File: src/rtl/wb_master_bridge_if.sv
// Bundle of the CPU load/store request port and the Wishbone master port of wb_master_bridge.
// The master modport is the bridge side. The slave modport is the CPU/bus environment side.
interface wb_master_bridge_if #(
  parameter int DW = 32,
  parameter int AW = 30
);
  localparam int SW = DW / 8;
  localparam int BW = $clog2(SW);

  logic          i_we;
  logic          i_re;
  logic [SW-1:0] i_sel;
  logic [AW-1:0] i_adr;
  logic [DW-1:0] i_din;
  logic [DW-1:0] o_dout;
  logic          o_ack;
  logic          o_err;
  logic          o_busy;

  logic             o_wb_cyc;
  logic             o_wb_stb;
  logic             o_wb_we;
  logic [SW-1:0]    o_wb_sel;
  logic [AW+BW-1:0] o_wb_adr;
  logic [DW-1:0]    o_wb_dat;
  logic [DW-1:0]    i_wb_dat;
  logic             i_wb_ack;
  logic             i_wb_err;

  modport master (
    input  i_we, i_re, i_sel, i_adr, i_din, i_wb_dat, i_wb_ack, i_wb_err,
    output o_dout, o_ack, o_err, o_busy,
           o_wb_cyc, o_wb_stb, o_wb_we, o_wb_sel, o_wb_adr, o_wb_dat
  );

  modport slave (
    output i_we, i_re, i_sel, i_adr, i_din, i_wb_dat, i_wb_ack, i_wb_err,
    input  o_dout, o_ack, o_err, o_busy,
           o_wb_cyc, o_wb_stb, o_wb_we, o_wb_sel, o_wb_adr, o_wb_dat
  );
endinterface

File: src/rtl/wb_master_bridge.sv
// Registered Wishbone classic master: one request at a time, error/ack termination, busy flag.
// Optional bus timeout is compiled in with `define WB_BRIDGE_TIMEOUT_EN.
module wb_master_bridge #(
  parameter int DW      = 32,
  parameter int AW      = 30,
  parameter int TIMEOUT = 255
) (
  input  logic          i_clk,
  input  logic          i_arst_n,
  wb_master_bridge_if.master bus
);
  localparam int SW = DW / 8;
  localparam int BW = $clog2(SW);

  typedef enum logic {IDLE, BUS} state_t;
  state_t state, state_d;

  logic          cyc_q, stb_q, we_q, ack_q, err_q, busy_q;
  logic [SW-1:0] sel_q;
  logic [AW-1:0] adr_q;
  logic [DW-1:0] dat_q, dout_q;
  logic          req, done_ack, done_err, tmo;

  assign req = bus.i_we | bus.i_re;

`ifdef WB_BRIDGE_TIMEOUT_EN
  localparam int CW = $clog2(TIMEOUT + 1);
  logic [CW-1:0] tmo_cnt;

  // Counts only while staying in BUS, so entry and any termination both leave it cleared.
  always_ff @(posedge i_clk or negedge i_arst_n) begin
    if (!i_arst_n)                         tmo_cnt <= '0;
    else if (state == BUS && state_d == BUS) tmo_cnt <= tmo_cnt + 1'b1;
    else                                   tmo_cnt <= '0;
  end

  assign tmo = (tmo_cnt == CW'(TIMEOUT - 1));
`else
  logic unused_timeout;
  assign unused_timeout = (TIMEOUT > 0);
  assign tmo = 1'b0;
`endif

  always_ff @(posedge i_clk or negedge i_arst_n) begin
    if (!i_arst_n) state <= IDLE;
    else           state <= state_d;
  end

  always_comb begin
    state_d  = state;
    done_ack = 1'b0;
    done_err = 1'b0;
    case (state)
      IDLE: if (req) state_d = BUS;
      BUS: begin
        if (bus.i_wb_err) begin
          done_err = 1'b1;
          state_d  = IDLE;
        end else if (bus.i_wb_ack) begin
          done_ack = 1'b1;
          state_d  = IDLE;
        end else if (tmo) begin
          done_err = 1'b1;
          state_d  = IDLE;
        end
      end
      default: state_d = IDLE;
    endcase
  end

  always_ff @(posedge i_clk or negedge i_arst_n) begin
    if (!i_arst_n) begin
      cyc_q  <= 1'b0;
      stb_q  <= 1'b0;
      we_q   <= 1'b0;
      sel_q  <= '0;
      adr_q  <= '0;
      dat_q  <= '0;
      dout_q <= '0;
      ack_q  <= 1'b0;
      err_q  <= 1'b0;
      busy_q <= 1'b0;
    end else begin
      ack_q  <= done_ack;
      err_q  <= done_err;
      busy_q <= (state_d == BUS);
      // Write wins when both strobes arrive together.
      if (state == IDLE && req) begin
        we_q  <= bus.i_we;
        sel_q <= bus.i_sel;
        adr_q <= bus.i_adr;
        dat_q <= bus.i_din;
        cyc_q <= 1'b1;
        stb_q <= 1'b1;
      end
      if (done_ack || done_err) begin
        cyc_q <= 1'b0;
        stb_q <= 1'b0;
      end
      if (done_ack && !we_q) dout_q <= bus.i_wb_dat;
    end
  end

  assign bus.o_wb_cyc = cyc_q;
  assign bus.o_wb_stb = stb_q;
  assign bus.o_wb_we  = we_q;
  assign bus.o_wb_sel = sel_q;
  assign bus.o_wb_adr = (AW + BW)'(adr_q) << BW;
  assign bus.o_wb_dat = dat_q;
  assign bus.o_dout   = dout_q;
  assign bus.o_ack    = ack_q;
  assign bus.o_err    = err_q;
  assign bus.o_busy   = busy_q;
endmodule

File: src/flat_wrapper.sv
// flat-port wrapper written by rule: the top's interface ports become plain ports
module wb_master_bridge_flat 
#(
  parameter int DW      = 32,
  parameter int AW      = 30,
  parameter int TIMEOUT = 255
)
  (i_clk, i_arst_n, bus_i_we, bus_i_re, bus_i_sel, bus_i_adr, bus_i_din, bus_i_wb_dat, bus_i_wb_ack, bus_i_wb_err, bus_o_dout, bus_o_ack, bus_o_err, bus_o_busy, bus_o_wb_cyc, bus_o_wb_stb, bus_o_wb_we, bus_o_wb_sel, bus_o_wb_adr, bus_o_wb_dat);
  wb_master_bridge_if #(.DW(DW), .AW(AW)) bus_i ();
  input  logic i_clk;
  input  logic i_arst_n;
  input wire logic [$bits(bus_i.i_we)-1:0] bus_i_we;
  input wire logic [$bits(bus_i.i_re)-1:0] bus_i_re;
  input wire logic [$bits(bus_i.i_sel)-1:0] bus_i_sel;
  input wire logic [$bits(bus_i.i_adr)-1:0] bus_i_adr;
  input wire logic [$bits(bus_i.i_din)-1:0] bus_i_din;
  input wire logic [$bits(bus_i.i_wb_dat)-1:0] bus_i_wb_dat;
  input wire logic [$bits(bus_i.i_wb_ack)-1:0] bus_i_wb_ack;
  input wire logic [$bits(bus_i.i_wb_err)-1:0] bus_i_wb_err;
  output wire logic [$bits(bus_i.o_dout)-1:0] bus_o_dout;
  output wire logic [$bits(bus_i.o_ack)-1:0] bus_o_ack;
  output wire logic [$bits(bus_i.o_err)-1:0] bus_o_err;
  output wire logic [$bits(bus_i.o_busy)-1:0] bus_o_busy;
  output wire logic [$bits(bus_i.o_wb_cyc)-1:0] bus_o_wb_cyc;
  output wire logic [$bits(bus_i.o_wb_stb)-1:0] bus_o_wb_stb;
  output wire logic [$bits(bus_i.o_wb_we)-1:0] bus_o_wb_we;
  output wire logic [$bits(bus_i.o_wb_sel)-1:0] bus_o_wb_sel;
  output wire logic [$bits(bus_i.o_wb_adr)-1:0] bus_o_wb_adr;
  output wire logic [$bits(bus_i.o_wb_dat)-1:0] bus_o_wb_dat;
  assign bus_i.i_we = bus_i_we;
  assign bus_i.i_re = bus_i_re;
  assign bus_i.i_sel = bus_i_sel;
  assign bus_i.i_adr = bus_i_adr;
  assign bus_i.i_din = bus_i_din;
  assign bus_i.i_wb_dat = bus_i_wb_dat;
  assign bus_i.i_wb_ack = bus_i_wb_ack;
  assign bus_i.i_wb_err = bus_i_wb_err;
  assign bus_o_dout = bus_i.o_dout;
  assign bus_o_ack = bus_i.o_ack;
  assign bus_o_err = bus_i.o_err;
  assign bus_o_busy = bus_i.o_busy;
  assign bus_o_wb_cyc = bus_i.o_wb_cyc;
  assign bus_o_wb_stb = bus_i.o_wb_stb;
  assign bus_o_wb_we = bus_i.o_wb_we;
  assign bus_o_wb_sel = bus_i.o_wb_sel;
  assign bus_o_wb_adr = bus_i.o_wb_adr;
  assign bus_o_wb_dat = bus_i.o_wb_dat;
  wb_master_bridge #(.DW(DW), .AW(AW), .TIMEOUT(TIMEOUT)) u_core (.i_clk(i_clk), .i_arst_n(i_arst_n), .bus(bus_i));
endmodule
File: config.mk
export PLATFORM = sky130hd
export DESIGN_NAME = wb_master_bridge_flat
export DESIGN_NICKNAME = d
export VERILOG_FILES = /design/src/rtl/wb_master_bridge_if.sv /design/src/rtl/wb_master_bridge.sv /design/src/flat_wrapper.sv
export SDC_FILE = /design/constraint.sdc
export NUM_CORES = 1
export LEC_CHECK = 0
export ABC_AREA = 1
export CORE_MARGIN = 5
export CORE_UTILIZATION = 30
export DETAILED_ROUTE_END_ITERATION = 7
export PLACE_DENSITY = 0.74
export SLEW_MARGIN = 20
export SYNTH_ARGS = -nofsm -noshare
export SYNTH_HDL_FRONTEND = slang
export SYNTH_SLANG_ARGS = --single-unit
File: constraint.sdc
create_clock -name i_clk -period 1.2 [get_ports i_clk]
set_clock_uncertainty 0.2 [all_clocks]
set_input_delay 0.18 -clock i_clk [delete_from_list [all_inputs] [get_ports i_clk]]
set_output_delay 0.18 -clock i_clk [all_outputs]
set_load 0.01 [all_outputs]
==> results of run 1 <==
-- per-layer routing --
metal | GRT usage | up-vias | routed length, microns
met5 | 0 | - | 0
met4 | 0.0625 | 0 | 300
met3 | 0.0387 | 23 | 751
met2 | 0.273 | 135 | 7260
met1 | 0.174 | 1894 | 5320
li1 | - | 1931 | -
-- tightest hold or removal path: stages --
cell             delay [ps]
clkdlybuf4s50_1         390
inv_1                    50
o21ai_1                  60
-- synth_stat cells --
master and instances:
inv_2 1, buf_4 6, o31ai_1 1, nand2_1 136, nand2_2 1, buf_6 9, o21ai_4 1, clkbuf_2 1
nor2_4 1, dfrtp_1 103, clkbuf_1 3, o21ai_0 16, buf_2 7, o21ai_1 50, conb_1 1, inv_1 68
nand3_1 33
-- final cells by class --
cell class	count	share of cell area
clock buffers	10	0.0317
clock inverters	6	0.0143
repair buffers	303	0.378
multi-input cells	244	0.170
inverters	69	0.0352
well taps	176	0.0292
flip-flops and latches	103	0.342
-- cells by family (layout without fill, tap and decap cells) --
kind of cell,Yosys count,count (layout)
AOI/OAI and AO/OA,68,68
buffers and inverters,95,388
DFF,103,103
and+or+nand+nor,171,174
other,1,2
-- worst paths after layout --
| path | start | end | slack, ps |
|---|---|---|---|
| setup / recovery | u_core.state$_DFF_PN0_ | u_core.adr_q[3]$_DFFE_PN0P_ | -260 |
| hold / removal | bus_i_adr[21] | u_core.adr_q[21]$_DFFE_PN0P_ | 180 |
| setup reg to reg | u_core.state$_DFF_PN0_ | u_core.adr_q[3]$_DFFE_PN0P_ | -260 |
| hold reg to reg | u_core.bus.o_dout[2]$_DFFE_PN0P_ | u_core.bus.o_dout[2]$_DFFE_PN0P_ | 280 |
| max in group asynchronous | i_arst_n | u_core.bus.o_dout[23]$_DFFE_PN0P_ | 320 |
| min in group asynchronous | i_arst_n | u_core.bus.o_wb_dat[8]$_DFFE_PN0P_ | 200 |
-- through the flow --
step / power, mW / utilization / instances
detailed placement: 10.5 / 0.491 / 829
CTS: 13.8 / 0.520 / 877
floorplan: 7.06 / - / 439
global route: 15.6 / 0.567 / 911
finish: 14.7 / 0.567 / 911
global placement: 10.3 / 0.491 / 829
-- report_power, final --
group          switching [mW]  internal (mW)
registers               0.723           4.58
clock network            1.26           2.09
logic                    2.71           3.38
-- flip-flops by register name (all words and copies together) (netlist names) --
signal / cells
u_core.bus.o_wb_cyc: 1
u_core.bus.o_wb_dat: 32
u_core.adr_q: 30
u_core.bus.o_wb_sel: 4
u_core.bus.o_ack: 1
u_core.bus.o_dout: 32
u_core.bus.o_err: 1
u_core.state: 1
u_core.bus.o_wb_we: 1
-- cells in the final DEF, fill, tap and decap left out, types with 2 or more instances in the layout --
| cell type | n |
|---|---|
| buf_4 | 71 |
| o21ai_2 | 15 |
| conb_1 | 2 |
| bufinv_16 | 3 |
| buf_16 | 4 |
| clkinvlp_4 | 2 |
| nand3_1 | 33 |
| nand2_2 | 17 |
| buf_2 | 64 |
| clkdlybuf4s50_1 | 102 |
| o21ai_1 | 50 |
| buf_12 | 6 |
| clkinv_2 | 2 |
| nand2_8 | 3 |
| dfrtp_1 | 103 |
| nand2_4 | 9 |
| buf_6 | 43 |
| inv_1 | 67 |
| clkbuf_16 | 16 |
| nand2_1 | 111 |
| buf_8 | 5 |
-- what timing repair did --
action	CTS	global route
cloned	4	8
hold buffers	1	0
buffers inserted	27	26
hold endpoints to repair	103	0
gates resized for setup	482	64
pin swaps	1	2
endpoints found under the setup margin	205	206
==> key figures, run 1 <==
Run status
  • Status: finished, violations left
  • Failing checks: setup timing

Yosys
  • Main combinational cell family by area after synthesis: simple AND/OR/NAND/NOR gates
  • Post-Synth Adder-Cell Area: 0
  • Post-Synth XOR/XNOR Area: 0
  • Yosys warns: 0
  • Post-synthesis mux area share: 0
  • Main area contributors after synthesis: dfrtp_1 63%, nand2_1 12%, inv_1 6.2%
  • Synth Register Bits: 103
  • Post-synth top area cell: dfrtp_1
  • Post-synthesis cell count: 438
  • Post-Syn Area: 4090 sq um
  • Mean Syn Cell Area: 9.33 sq um
  • Top-area cell type share of the netlist area: 0.631
  • Complex-gate fraction of the synthesized area: 0.0867
  • Seq/Total Area, Yosys: 0.631
  • Synth Area in Simple Gates: 0.170
  • Netlist cell types: 17

Clock network
  • CTS clk-pin slew, worst paths: 70 ps
  • CTS Buf Count: 9
  • H-tree depth: 3
  • Skew-Pair Late Insertion Delay: 330 ps
  • Maximum buffer depth of the clock tree: 2
  • CTS tree: built
  • Clock sinks: 103
  • Root Buffer: clkbuf_16

Timing
  • Fin worst setup slack: -258 ps
  • Unrepaired setup endpoints after global routing: yes
  • Fmax: 0.686 GHz
  • Min Tclk post-route: 1460 ps
  • Hold Slack: 176 ps
  • Hold Violations, Final: 0
  • Period Utilization, post-route: 1.21
  • Final Max Tran Viols: 0
  • Count of final setup violators: 206
  • Setup_tns: -26,080 ps

Critical path
  • Crit Path Class: register to register
  • Buf/Inv on CP: 4
  • CP Capture Type: register
  • Peak fanout along the critical path: 16
  • Critical path depth: 6
  • Reg2Reg Depth: 6
  • Crit path max-delay family: buffers and inverters
  • Critical path required time: 1250 ps
  • Worst path max stage delay: 410 ps
  • Worst-path cell chain: buf_6 -> inv_4 -> o21ai_4 -> buf_12 -> clkbuf_16 -> o21ai_1
  • Startpoint Class: register
  • WP data arrival: 1510 ps
  • Slowest cell on crit path: dfrtp_1

Routing
  • Detail Route Antenna Nets: 0
  • Routed len/inst: 15.0 microns
  • Via count: 3,983
  • Initial DRC count: 258
  • Drt pass-1 iters: 4
  • Residual DRC: 0
  • Drt via density: 4.37
  • Drt total wl: 13,600 microns

Cells and area
  • Share of layout cells above drive strength 1: 0.359
  • Area of the multi-input gates: 1280 sq um
  • Nets: 834
  • Register area: 2580 sq um
  • Area added between synthesis and finish: 84.5%
  • Number of fill cells: 1,152
  • Antenna Cells: 0
  • Final instance area: 7540 sq um

Power and ir drop
  • Leak: 3.94 nW
  • PwrDens: 1960 nW/um^2
  • Peak VDD IR: 0.000817 V

Global routing
  • GRT overflow: 0
  • Largest net degree at the start of global routing: 57
  • First-pass GRT wire length: 19,800 microns
  • Gr usage total: 0.153
  • Number of global-route vias before repair: 3,952
  • Initial antenna violation count: 0

Worst hold path
  • Min-delay worst type: input port to register
  • Worst hold stages: 3

Placed design
  • Dpl cell area: 6520 sq um
  • Place WS: -498 ps
  • Routability cong.: 0.787
  • # port buffers: 207
  • Post-DP HPWL: 9010 microns

Floorplan
  • Row count: 42
  • Die Y: 127 microns
  • Die width: 127 microns
  • Core ar.: 13,300 sq um
  • Top Ports: 210
  • Die area: 16,100 sq um
  • Initial Util: 0.307

Flow run
  • Max_cap viols: 0
No activity file was read; power rests on OpenSTA's default activity.
==> run 2, diff against run 1 <==
--- a/config.mk
+++ b/config.mk
@@ -6,7 +6,7 @@
 export NUM_CORES = 1
 export LEC_CHECK = 0
 export ABC_AREA = 1
-export CORE_MARGIN = 5
+export CORE_MARGIN = 2
 export CORE_UTILIZATION = 30
 export DETAILED_ROUTE_END_ITERATION = 7
 export PLACE_DENSITY = 0.74
==> run 2 against run 1 <==
The run still ends with setup timing left. Non-clock buffer count fell by 20. Global-route usage grew 0.60 points. Maximum frequency is 6.2% higher. Count of clock-buffer cells in the layout increased by 3. Register-to-register slack improved by 90 ps. Sequential cell count is the same. Worst hold slack gained 1.3 ps. Cell area down 7.4%. Combinational power decreased by 16%. Die area down 9.2%. Setup slack better by 86 ps. Clock power down 9.6%. Highest routed layer unchanged.
==> key figures, run 2 (same netlist as run 1, synthesis figures left out) <==
Timing
  • Fmax: 0.729 GHz
  • Min Tclk post-route: 1370 ps
  • Unrepaired setup endpoints after global routing: yes
  • Fin worst setup slack: -172 ps
  • Hold Violations, Final: 0
  • Count of final setup violators: 204
  • Setup_tns: -16,960 ps
  • Period Utilization, post-route: 1.14
  • Final Max Tran Viols: 0

Critical path
  • Slowest cell on crit path: dfrtp_2
  • Peak fanout along the critical path: 13
  • Crit Path Class: register to register
  • Worst r2r src: u_core.state$_DFF_PN0_
  • Startpoint Class: register
  • FF-to-FF End: u_core.bus.o_wb_dat[18]$_DFFE_PN0P_
  • Worst path max stage delay: 440 ps
  • Critical path required time: 1220 ps
  • WP data arrival: 1390 ps
  • Reg2Reg Depth: 6
  • Reg2Reg Setup Slack: -170 ps
  • CP Capture Type: register
  • Worst-path cell chain: inv_2 -> o21ai_4 -> buf_12 -> buf_4 -> nand2_1 -> o21ai_0

Clock network
  • H-tree depth: 3
  • Root Buffer: clkbuf_16
  • CTS tree: built
  • Clock sinks: 103
  • CTS Buf Count: 9
  • Skew-Pair Late Insertion Delay: 330 ps
  • Maximum buffer depth of the clock tree: 2
  • CTS clk-pin slew, worst paths: 70 ps

Floorplan
  • Die width: 121 microns
  • Die area: 14,600 sq um
  • Row count: 42
  • Top Ports: 210
  • Core ar.: 13,300 sq um
  • Die Y: 121 microns
  • Initial Util: 0.307

Global routing
  • GRT overflow: 0
  • Largest net degree at the start of global routing: 57
  • Number of global-route vias before repair: 3,729
  • Initial antenna violation count: 0
  • Gr usage total: 0.159
  • First-pass GRT wire length: 18,200 microns

Cells and area
  • Antenna Cells: 0
  • Nets: 812
  • Area added between synthesis and finish: 70.9%
  • Most common cell after layout, fill and taps aside: nand2_1
  • Most frequent cells in the layout: 132 x nand2_1, 102 x clkdlybuf4s50_1, 102 x dfrtp_1
  • Final core occ: 0.525
  • Number of fill cells: 1,169
  • Share of layout cells above drive strength 1: 0.310

Routing
  • Routed len/inst: 13.7 microns
  • Detail Route Antenna Nets: 0
  • Initial DRC count: 174
  • Via count: 3,792
  • Drt via density: 4.27
  • Residual DRC: 0
  • Drt pass-1 iters: 4
  • Drt total wl: 12,200 microns

Placed design
  • Post-DP HPWL: 8250 microns
  • Routability cong.: 0.769
  • # port buffers: 207
  • Place WS: -469 ps

Run status
  • Status: finished, violations left
  • Failing checks: setup timing

Power and ir drop
  • Peak VDD IR: 0.000951 V
  • Pwr Total: 13.4 mW
  • Leak: 3.66 nW
  • PwrDens: 1920 nW/um^2

Flow run
  • Max_cap viols: 0

Worst hold path
  • Min-delay worst type: input port to async pin
-- run 2: metrics by stage --
stage | cells | hold WS [ps] | area (sq um)
floorplan | 439 | -316 | 4110
global placement | 821 | -13.9 | 6460
detailed placement | 821 | 0.416 | 6460
CTS | 864 | 158 | 6640
global route | 888 | 163 | 6980
finish | 888 | 177 | 6980
-- run 2: repair_timing --
item                       4_1_cts  5_1_grt
hold buffers                     1        0
hold endpoints to repair       103        0
pin swaps                        0        7
setup endpoints to repair      205      206
gates cloned                     2        2
gates resized for setup        443       32
buffers inserted                25       22
-- run 2: per-layer routing --
layer | vias to the layer above | part of all wire | GRT usage
met2 | 132 | 0.53 | 0.279
met5 | - | 0 | 0
met1 | 1775 | 0.40 | 0.192
met3 | 13 | 0.052 | 0.0401
met4 | 0 | 0.013 | 0.0451
li1 | 1872 | - | -
-- run 2: cell type report --
class                   count  area, sq um  area share
clock buffers              13          280      0.0401
clock inverters             2         37.5     0.00538
inverters                  69          263      0.0376
multi-input cells         242         1180       0.169
flip-flops and latches    103         2580       0.369
well taps                 176          220      0.0315
repair buffers            283         2420       0.347
-- run 2: worst max-delay path, delay by kind of cell (launching register included) --
kind                   cells  cell delay, ps
DFF                        1             440
buffers and inverters      3             400
AOI/OAI and AO/OA          2             140
and+or+nand+nor            1              70
-- run 2: report_power, final --
part           internal, mW  switching, mW
logic                  2.69           2.41
clock network          1.83           1.19
registers              4.58          0.689
-- run 2: how the worst max path moves through the flow --
stage / from / slack [ps] / endpoint
final: u_core.state$_DFF_PN0_ / -170 / u_core.bus.o_wb_dat[18]$_DFFE_PN0P_
after global routing: u_core.state$_DFF_PN0_ / -230 / u_core.bus.o_dout[30]$_DFFE_PN0P_
after detailed placement: bus_i_wb_ack / -470 / u_core.bus.o_dout[25]$_DFFE_PN0P_
after CTS: u_core.state$_DFF_PN0_ / -180 / u_core.bus.o_wb_dat[18]$_DFFE_PN0P_
after global placement: bus_i_wb_ack / -440 / u_core.bus.o_dout[24]$_DFFE_PN0P_
after floorplan: u_core.state$_DFF_PN0_ / -130 / u_core.bus.o_dout[10]$_DFFE_PN0P_
==> run 3, diff against run 2 <==
--- a/config.mk
+++ b/config.mk
@@ -6,7 +6,7 @@
 export NUM_CORES = 1
 export LEC_CHECK = 0
 export ABC_AREA = 1
-export CORE_MARGIN = 2
+export CORE_MARGIN = 3
 export CORE_UTILIZATION = 30
 export DETAILED_ROUTE_END_ITERATION = 7
 export PLACE_DENSITY = 0.74
==> run 3 against run 2 <==
The run still ends with setup timing left. Setup slack lost 66 ps. Sequential share of layout area shrank 4.6 points. Global-route usage grew 1.1 points. Combinational power grew 39%. Sequential cell count is the same. Non-clock buffer count grew 40. Critical path depth is the same. Maximum frequency shrank 4.6%. Count of clock-buffer cells in the layout shrank 1.
==> key figures, run 3 (same netlist as run 1, synthesis figures left out) <==
Routing
  • Via count: 4,155
  • Detail Route Antenna Nets: 0
  • Drt total wl: 14,700 microns
  • Residual DRC: 0
  • Drt pass-1 iters: 4
  • Drt via density: 4.47
  • Initial DRC count: 159
  • Routed len/inst: 15.8 microns

Power and ir drop
  • Pwr Total: 15.7 mW
  • PwrDens: 1970 nW/um^2
  • Peak VDD IR: 0.000897 V
  • Leak: 4.13 nW

Cells and area
  • Antenna Cells: 0
  • Area added between synthesis and finish: 95.1%
  • Final instance area: 7970 sq um
  • Most frequent cells in the layout: 103 x dfrtp_1, 102 x clkdlybuf4s50_1, 86 x buf_4
  • Share of layout cells above drive strength 1: 0.458
  • Nets: 854
  • Most common cell after layout, fill and taps aside: dfrtp_1
  • Number of fill cells: 1,076

Critical path
  • WP data arrival: 1520 ps
  • Worst r2r src: u_core.state$_DFF_PN0_
  • Startpoint Class: register
  • Reg2Reg Depth: 6
  • Crit Path Class: register to register
  • Critical path required time: 1280 ps
  • Reg2Reg Setup Slack: -240 ps
  • CP Capture Type: register
  • Peak fanout along the critical path: 16
  • FF-to-FF End: u_core.bus.o_dout[15]$_DFFE_PN0P_

Run status
  • Status: finished, violations left
  • Failing checks: setup timing

Timing
  • Final Max Tran Viols: 0
  • Count of final setup violators: 206
  • Hold Violations, Final: 0
  • Hold Slack: 175 ps
  • Fin worst setup slack: -238 ps
  • Min Tclk post-route: 1440 ps
  • Period Utilization, post-route: 1.20
  • Unrepaired setup endpoints after global routing: yes
  • Fmax: 0.695 GHz
  • Setup_tns: -21,890 ps

Global routing
  • Largest net degree at the start of global routing: 59
  • First-pass GRT wire length: 19,900 microns
  • Gr usage total: 0.170
  • Number of global-route vias before repair: 3,910
  • Initial antenna violation count: 1
  • GRT overflow: 0

Clock network
  • Skew-Pair Late Insertion Delay: 340 ps
  • CTS tree: built
  • Root Buffer: clkbuf_16
  • Maximum buffer depth of the clock tree: 2
  • CTS clk-pin slew, worst paths: 70 ps
  • CTS Buf Count: 9
  • Clock sinks: 103
  • H-tree depth: 3

Floorplan
  • Die Y: 123 microns
  • Top Ports: 210
  • Core ar.: 13,300 sq um
  • Die width: 123 microns
  • Initial Util: 0.307
  • Die area: 15,100 sq um
  • Row count: 42

Worst hold path
  • Min-delay worst type: input port to register
  • Worst hold stages: 3
  • Hold endpoint: u_core.bus.o_wb_dat[1]$_DFFE_PN0P_
  • Min-delay src: bus_i_din[1]

Flow run
  • Max_cap viols: 0

Placed design
  • Routability cong.: 0.739
  • # port buffers: 207
  • Dpl cell area: 6430 sq um
  • Post-DP HPWL: 8290 microns
  • Place WS: -560 ps
## run 3: cell count changes in the layout (fill, tap and decap cells not counted), moves of 20 or more
cell,change
nand2_1,-68
nand2_2,+47
buf_4,+24
o21ai_2,+22
buf_6,+21
nand2_4,+21
o21ai_1,-20
## run 3: worst max-delay path, cell delays in order (launching register included)
cell and delay (ps):
dfrtp_1 410, nand2_2 90, nor2_4 170, buf_4 150
buf_12 140, nand3_1 100, nand2_1 100
## run 3: how the worst max path moves through the flow
stage                                start                             endpoint  slack (ps)  cells past startpoint
finish              u_core.state$_DFF_PN0_    u_core.bus.o_dout[15]$_DFFE_PN0P_        -240                      6
global placement                  bus_i_we  u_core.bus.o_wb_dat[26]$_DFFE_PN0P_        -510                      4
floorplan           u_core.state$_DFF_PN0_    u_core.bus.o_dout[10]$_DFFE_PN0P_        -130                      6
CTS                 u_core.state$_DFF_PN0_    u_core.bus.o_dout[10]$_DFFE_PN0P_        -200                      6
detailed placement                bus_i_we  u_core.bus.o_wb_dat[21]$_DFFE_PN0P_        -560                      5
global route        u_core.state$_DFF_PN0_  u_core.bus.o_wb_dat[31]$_DFFE_PN0P_        -290                      5
## run 3: routing by layer
layer  up-vias  routed length, microns  track usage  part of all wire
li1       1977                       -            -                 -
met1      2005                    5560        0.198              0.38
met2       135                    7950        0.297              0.54
met3        36                     689       0.0300             0.047
met4         2                     467       0.0917             0.032
met5         -                      20            0            0.0014
## run 3: where the power goes
group	leakage, nW	total, mW	internal, mW	switching (mW)
sequential	1.27	5.34	4.58	0.761
combinational	2.69	7.09	3.97	3.12
clock	0.165	3.23	1.98	1.24
total	4.13	15.7	10.5	5.13
## run 3: what timing repair did
action	CTS	global route
hold buffers	1	0
pin swaps	9	8
cloned	9	9
hold endpoints to repair	103	0
endpoints found under the setup margin	203	206
buffers inserted	30	51
resized for setup	499	112
## run 3: final cells by class
class,instances,area (sq um),area share
Clock buffer,12,267,0.0334
Multi-Input combinational cell,244,1530,0.192
Tap cell,176,220,0.0276
Clock inverter,3,65.1,0.00816
Timing Repair Buffer,323,3050,0.382
Sequential cell,103,2580,0.323
Inverter,69,263,0.0330
## run 3: stage by stage
stage,util,instances
3_5_place_dp,0.483,816
5_1_grt,0.600,930
4_1_cts,0.528,871
3_3_place_gp,0.483,816
2_1_floorplan,-,439
6_report,0.600,930
==> RTL change 1: new RTL, config.mk and constraints of run 1 <==
Build with the macro `WB_BRIDGE_TIMEOUT_EN` defined.
--- a/src/rtl/wb_master_bridge.sv
+++ b/src/rtl/wb_master_bridge.sv
@@ -1,5 +1,7 @@
 // Registered Wishbone classic master: one request at a time, error/ack termination, busy flag.
 // Optional bus timeout is compiled in with `define WB_BRIDGE_TIMEOUT_EN.
+`define WB_BRIDGE_TIMEOUT_EN
+
 module wb_master_bridge #(
   parameter int DW      = 32,
   parameter int AW      = 30,
Function: no difference found for any inputs over 10 cycles, from zero or initial values and one cycle with i_arst_n low; that may be too few to reach the edited logic, so the function may still have changed.
==> RTL change 1 against run 1 <==
- the flow still finishes with violations (setup timing)
- non-clock buffer count grew 12
- design area grew 3.0%
- routed wire length grew 5.0%
- total power shrank 2.0%
- global-route usage grew 0.56 points
- setup slack gained 0.039 ns
- synthesized area grew 6.2%
- sequential cell count grew 8
- via count grew 6.8%
- first-iteration DRC count shrank 35%
- critical endpoint is now u_core.tmo_cnt[2]
- largest cell class unchanged
==> RTL change 1: results (changes against run 1) <==
CP max FO 8 (was 16); number of CTS-inserted buffers 9 (unchanged); mux contribution to synthesized area 0 (unchanged); # diodes 0 (unchanged); Power per Cell Area 1860 mW/mm² (was 1960 mW/mm²); initial antenna violation count 0 (unchanged); Post-Place Cells 897 (was 829); # Post-CTS Setup Buffers 31 (was 27); global-route wire length before repair 20800 µm (was 19800 µm); drt wl/cell 14.6 µm (was 15.0 µm); CTS Hold Bufs 1 (unchanged); static leakage 4.07 nW (was 3.94 nW); synthesized area per cell 8.86 µm² (was 9.33 µm²); Final Setup Violations 214 (was 206); final hold violations 0 (unchanged); Main synth FF type dfrtp_1 (unchanged); Max Root-Sink Buffers 2 (unchanged); Clk Latency, worst-skew pair 0.35 ns (was 0.33 ns); synth cell count leaders nand2_1 (275), dfrtp_1 (111), nand3_1 (37), buf_2 (13), nor2_1 (13) (was nand2_1 (136), dfrtp_1 (103), inv_1 (68), o21ai_1 (50), nand3_1 (33)); Setup Slack @ Placement -0.586 ns (was -0.498 ns); htree depth 3 (unchanged); setup slack after layout -0.219 ns (was -0.258 ns); number of port buffers 207 (unchanged); share of cells above drive strength 1 0.323 (was 0.359); Worst-path clk slew 0.08 ns; DP HPWL 9370 µm (was 9010 µm); Synth Area in Compound Gates 0.00749 (was 0.0867); drt via density 4.34 (was 4.37); GPL Wtd Cong 0.769 (was 0.787); register area share after synthesis 0.640 (was 0.631); total track usage 0.158 (was 0.153); post-synthesis xor/xnor area fraction 0.00807 (was 0); crit path DAT 1.46 ns (was 1.51 ns); cell family with most CP delay simple AND/OR/NAND/NOR gates (was buffers and inverters); sequential share of power 0.383 (was 0.360); post-CTS sizing 461 (was 482); max incr delay on CP 0.38 ns (was 0.41 ns); First-pass DRT Iterations 4 (unchanged); comb pwr 5.80 mW (was 6.09 mW); Netlist cell types 19 (was 17); Clock Root Buffer clkbuf_16 (unchanged); Worst Hold Class in -> async (was in -> reg); setup tns final -20.98 ns (was -26.08 ns); violations in the final reports setup timing (unchanged); adder-cell share of the synthesized area 0.00577 (was 0); vias in the first global route 4146 (was 3952); FILL cells 1281 (was 1152); largest net degree at the start of global routing 44 (was 57); DRT iter0 DRCs 168 (was 258); Net Switching 4.72 mW (was 4.70 mW); slowest CP cell dfrtp_1 (unchanged); peak supply drop 0.934 mV (was 0.817 mV); Synth area leaders dfrtp_1 (64%), nand2_1 (24%), nand3_1 (4.3%) (was dfrtp_1 (63%), nand2_1 (12%), inv_1 (6.2%)); status finished with violations (unchanged); DP Area 0.00692 mm² (was 0.00652 mm²); Non-Filler Instances 980 (was 911); Synth Warn # 0 (unchanged)
RTL change 1: worst paths after layout:
check / start / end / slack (ns) / depth (start not counted)
worst max-delay path: u_core.tmo_cnt[0] / u_core.tmo_cnt[2] / -0.22 / 7
worst min-delay path: i_arst_n / u_core.adr_q[9] / 0.07 / 2
worst max register to register: u_core.tmo_cnt[0] / u_core.tmo_cnt[2] / -0.22 / 7
worst min register to register: u_core.bus.o_dout[27] / u_core.bus.o_dout[27] / 0.27 / 2
max in group asynchronous: i_arst_n / u_core.bus.o_dout[28] / 0.22 / 3
min in group i_clk: bus_i_din[21] / u_core.bus.o_wb_dat[21] / 0.15 / 3
RTL change 1: area by class of cell:
| type | instances | area [µm²] | share of cell area |
|---|---|---|---|
| repair buffers | 315 | 2870 | 0.370 |
| flip-flops and latches | 111 | 2780 | 0.358 |
| multi-input cells | 343 | 1520 | 0.195 |
| well taps | 184 | 230 | 0.0297 |
| clock buffers | 9 | 225 | 0.0290 |
| clock inverters | 7 | 88.8 | 0.0114 |
| inverters | 11 | 51.3 | 0.00661 |
RTL change 1: worst register-to-register path: stages (launching register included):
cell	delay (ns)
dfrtp_1	0.38
inv_1	0.06
ha_2	0.16
nand2_2	0.07
nor2_4	0.11
nand2_2	0.10
nand2_4	0.17
nor2_1	0.06
RTL change 1: cell families after synthesis:
family                     after synthesis
other                                    1
buffers and inverters                   37
AOI/OAI and AO/OA                        6
and+or+nand+nor                        329
adders and majority gates                2
DFF                                    111
xor gates and xnor gates                 4
RTL change 1: layer usage:
| layer | vias to the layer above | routed length [µm] | GRT usage |
|---|---|---|---|
| met2 | 156 | 7120 | 0.268 |
| met3 | 22 | 1580 | 0.0643 |
| met4 | 0 | 294 | 0.0532 |
| met5 | - | 0 | 0 |
| li1 | 2096 | - | - |
| met1 | 1981 | 5310 | 0.183 |
==> RTL change 2: new RTL, settings of run 1 <==
Without the edit above. `AW` is set to 30 in 3 places; all go to 60.
--- a/src/rtl/wb_master_bridge_if.sv
+++ b/src/rtl/wb_master_bridge_if.sv
@@ -2,7 +2,7 @@
 // The master modport is the bridge side. The slave modport is the CPU/bus environment side.
 interface wb_master_bridge_if #(
   parameter int DW = 32,
-  parameter int AW = 30
+  parameter int AW = 60
 );
   localparam int SW = DW / 8;
   localparam int BW = $clog2(SW);
--- a/src/rtl/wb_master_bridge.sv
+++ b/src/rtl/wb_master_bridge.sv
@@ -2,7 +2,7 @@
 // Optional bus timeout is compiled in with `define WB_BRIDGE_TIMEOUT_EN.
 module wb_master_bridge #(
   parameter int DW      = 32,
-  parameter int AW      = 30,
+  parameter int AW      = 60,
   parameter int TIMEOUT = 255
 ) (
   input  logic          i_clk,
--- a/src/flat_wrapper.sv
+++ b/src/flat_wrapper.sv
@@ -2,7 +2,7 @@
 module wb_master_bridge_flat 
 #(
   parameter int DW      = 32,
-  parameter int AW      = 30,
+  parameter int AW      = 60,
   parameter int TIMEOUT = 255
 )
   (i_clk, i_arst_n, bus_i_we, bus_i_re, bus_i_sel, bus_i_adr, bus_i_din, bus_i_wb_dat, bus_i_wb_ack, bus_i_wb_err, bus_o_dout, bus_o_ack, bus_o_err, bus_o_busy, bus_o_wb_cyc, bus_o_wb_stb, bus_o_wb_we, bus_o_wb_sel, bus_o_wb_adr, bus_o_wb_dat);
Interface: changed (resized bus_i_adr and bus_o_wb_adr); port bits go from 210 to 270. The function was not compared with the original's and may differ.
==> RTL change 2 against run 1 <==
- the run still ends with setup timing left
- core utilization down 0.61 points
- synthesized area up 30%
- design area up 29%
- cell count up 31%
- total power up 35%
- sequential cell count up 30
- clock power up 64%
- setup slack better by 0.052 ns
- non-clock buffer count up 95
- global-route usage up 1.2 points
- routed wire length up 28%
- critical path type unchanged
- first-iteration DRC count up 0.39%
- die area up 28%
- critical endpoint is now u_core.adr_q[43]
==> RTL change 2: results (changes against run 1) <==
Non-Filler Instances 1191 (was 911); M1 WL 6900 µm (was 5320 µm); GR Util met3 0.0673 (was 0.0387); drt wl/cell 14.7 µm (was 15.0 µm); violations in the final reports setup timing (unchanged); Final Setup Violations 266 (was 206); setup tns final -34.70 ns (was -26.08 ns); Synth area leaders dfrtp_1 (63%), nand2_1 (12%), o21ai_0 (7.7%) (was dfrtp_1 (63%), nand2_1 (12%), inv_1 (6.2%)); DP HPWL 12100 µm (was 9010 µm); Logic inverters 99 (was 69); M1 GR Usage 0.197 (was 0.174); htree depth 4 (was 3); peak supply drop 1.01 mV (was 0.817 mV); FILL cells 1548 (was 1152); clk tree area frac 0.0632 (was 0.0460); Non-clock buffers 398 (was 303); Pint 13.7 mW (was 10.0 mW); Logic pwr share 0.384 (was 0.413); GPL Wtd Cong 0.782 (was 0.787); cell family with most CP delay flip-flops (was buffers and inverters); DRT iter0 DRCs 259 (was 258); max incr delay on CP 0.45 ns (was 0.41 ns); Seq area share 0.342 (about the same); global-route wire length before repair 26500 µm (was 19800 µm); number of CTS-inserted buffers 17 (was 9); status finished with violations (unchanged); setup slack after layout -0.206 ns (was -0.258 ns); Post-Place Cells 1089 (was 829); Worst Hold Class in -> async (was in -> reg); routed wl met2 8570 µm (was 7260 µm); worst reg2reg endpoint u_core.adr_q[43] (was u_core.adr_q[3]); hold slack 0.0217 ns (was 0.176 ns); vias after detailed routing 5060 (was 3983); slowest CP cell dfrtp_2 (was dfrtp_1); share of cells above drive strength 1 0.352 (was 0.359)
==> RTL change 2: worst max-delay path by stage <==
stage                 start                 endpoint  cells past startpoint
2_1_floorplan  u_core.state         u_core.adr_q[10]                      6
3_3_place_gp       bus_i_re         u_core.adr_q[32]                      6
3_5_place_dp       bus_i_re  u_core.bus.o_wb_dat[20]                      5
4_1_cts        u_core.state               bus_o_busy                      1
5_1_grt        u_core.state         u_core.adr_q[34]                      6
6_report       u_core.state         u_core.adr_q[43]                      6
==> RTL change 2: repair_timing <==
item | in CTS | in global routing
gates resized for setup | 608 | 37
setup endpoints to repair | 266 | 266
setup buffers | 31 | 31
hold buffers | 1 | 0
cloned | 1 | 6
endpoints found under the hold margin | 133 | 0
pin swaps | 8 | 3
==> RTL change 2: kinds of logic after synthesis <==
| logic type | after synthesis | share of synthesized area |
|---|---|---|
| AOI/OAI and AO/OA | 98 | 0.102 |
| buffers and inverters | 132 | 0.119 |
| and+or+nand+nor | 201 | 0.152 |
| other | 1 | 0.000705 |
| DFF | 133 | 0.626 |
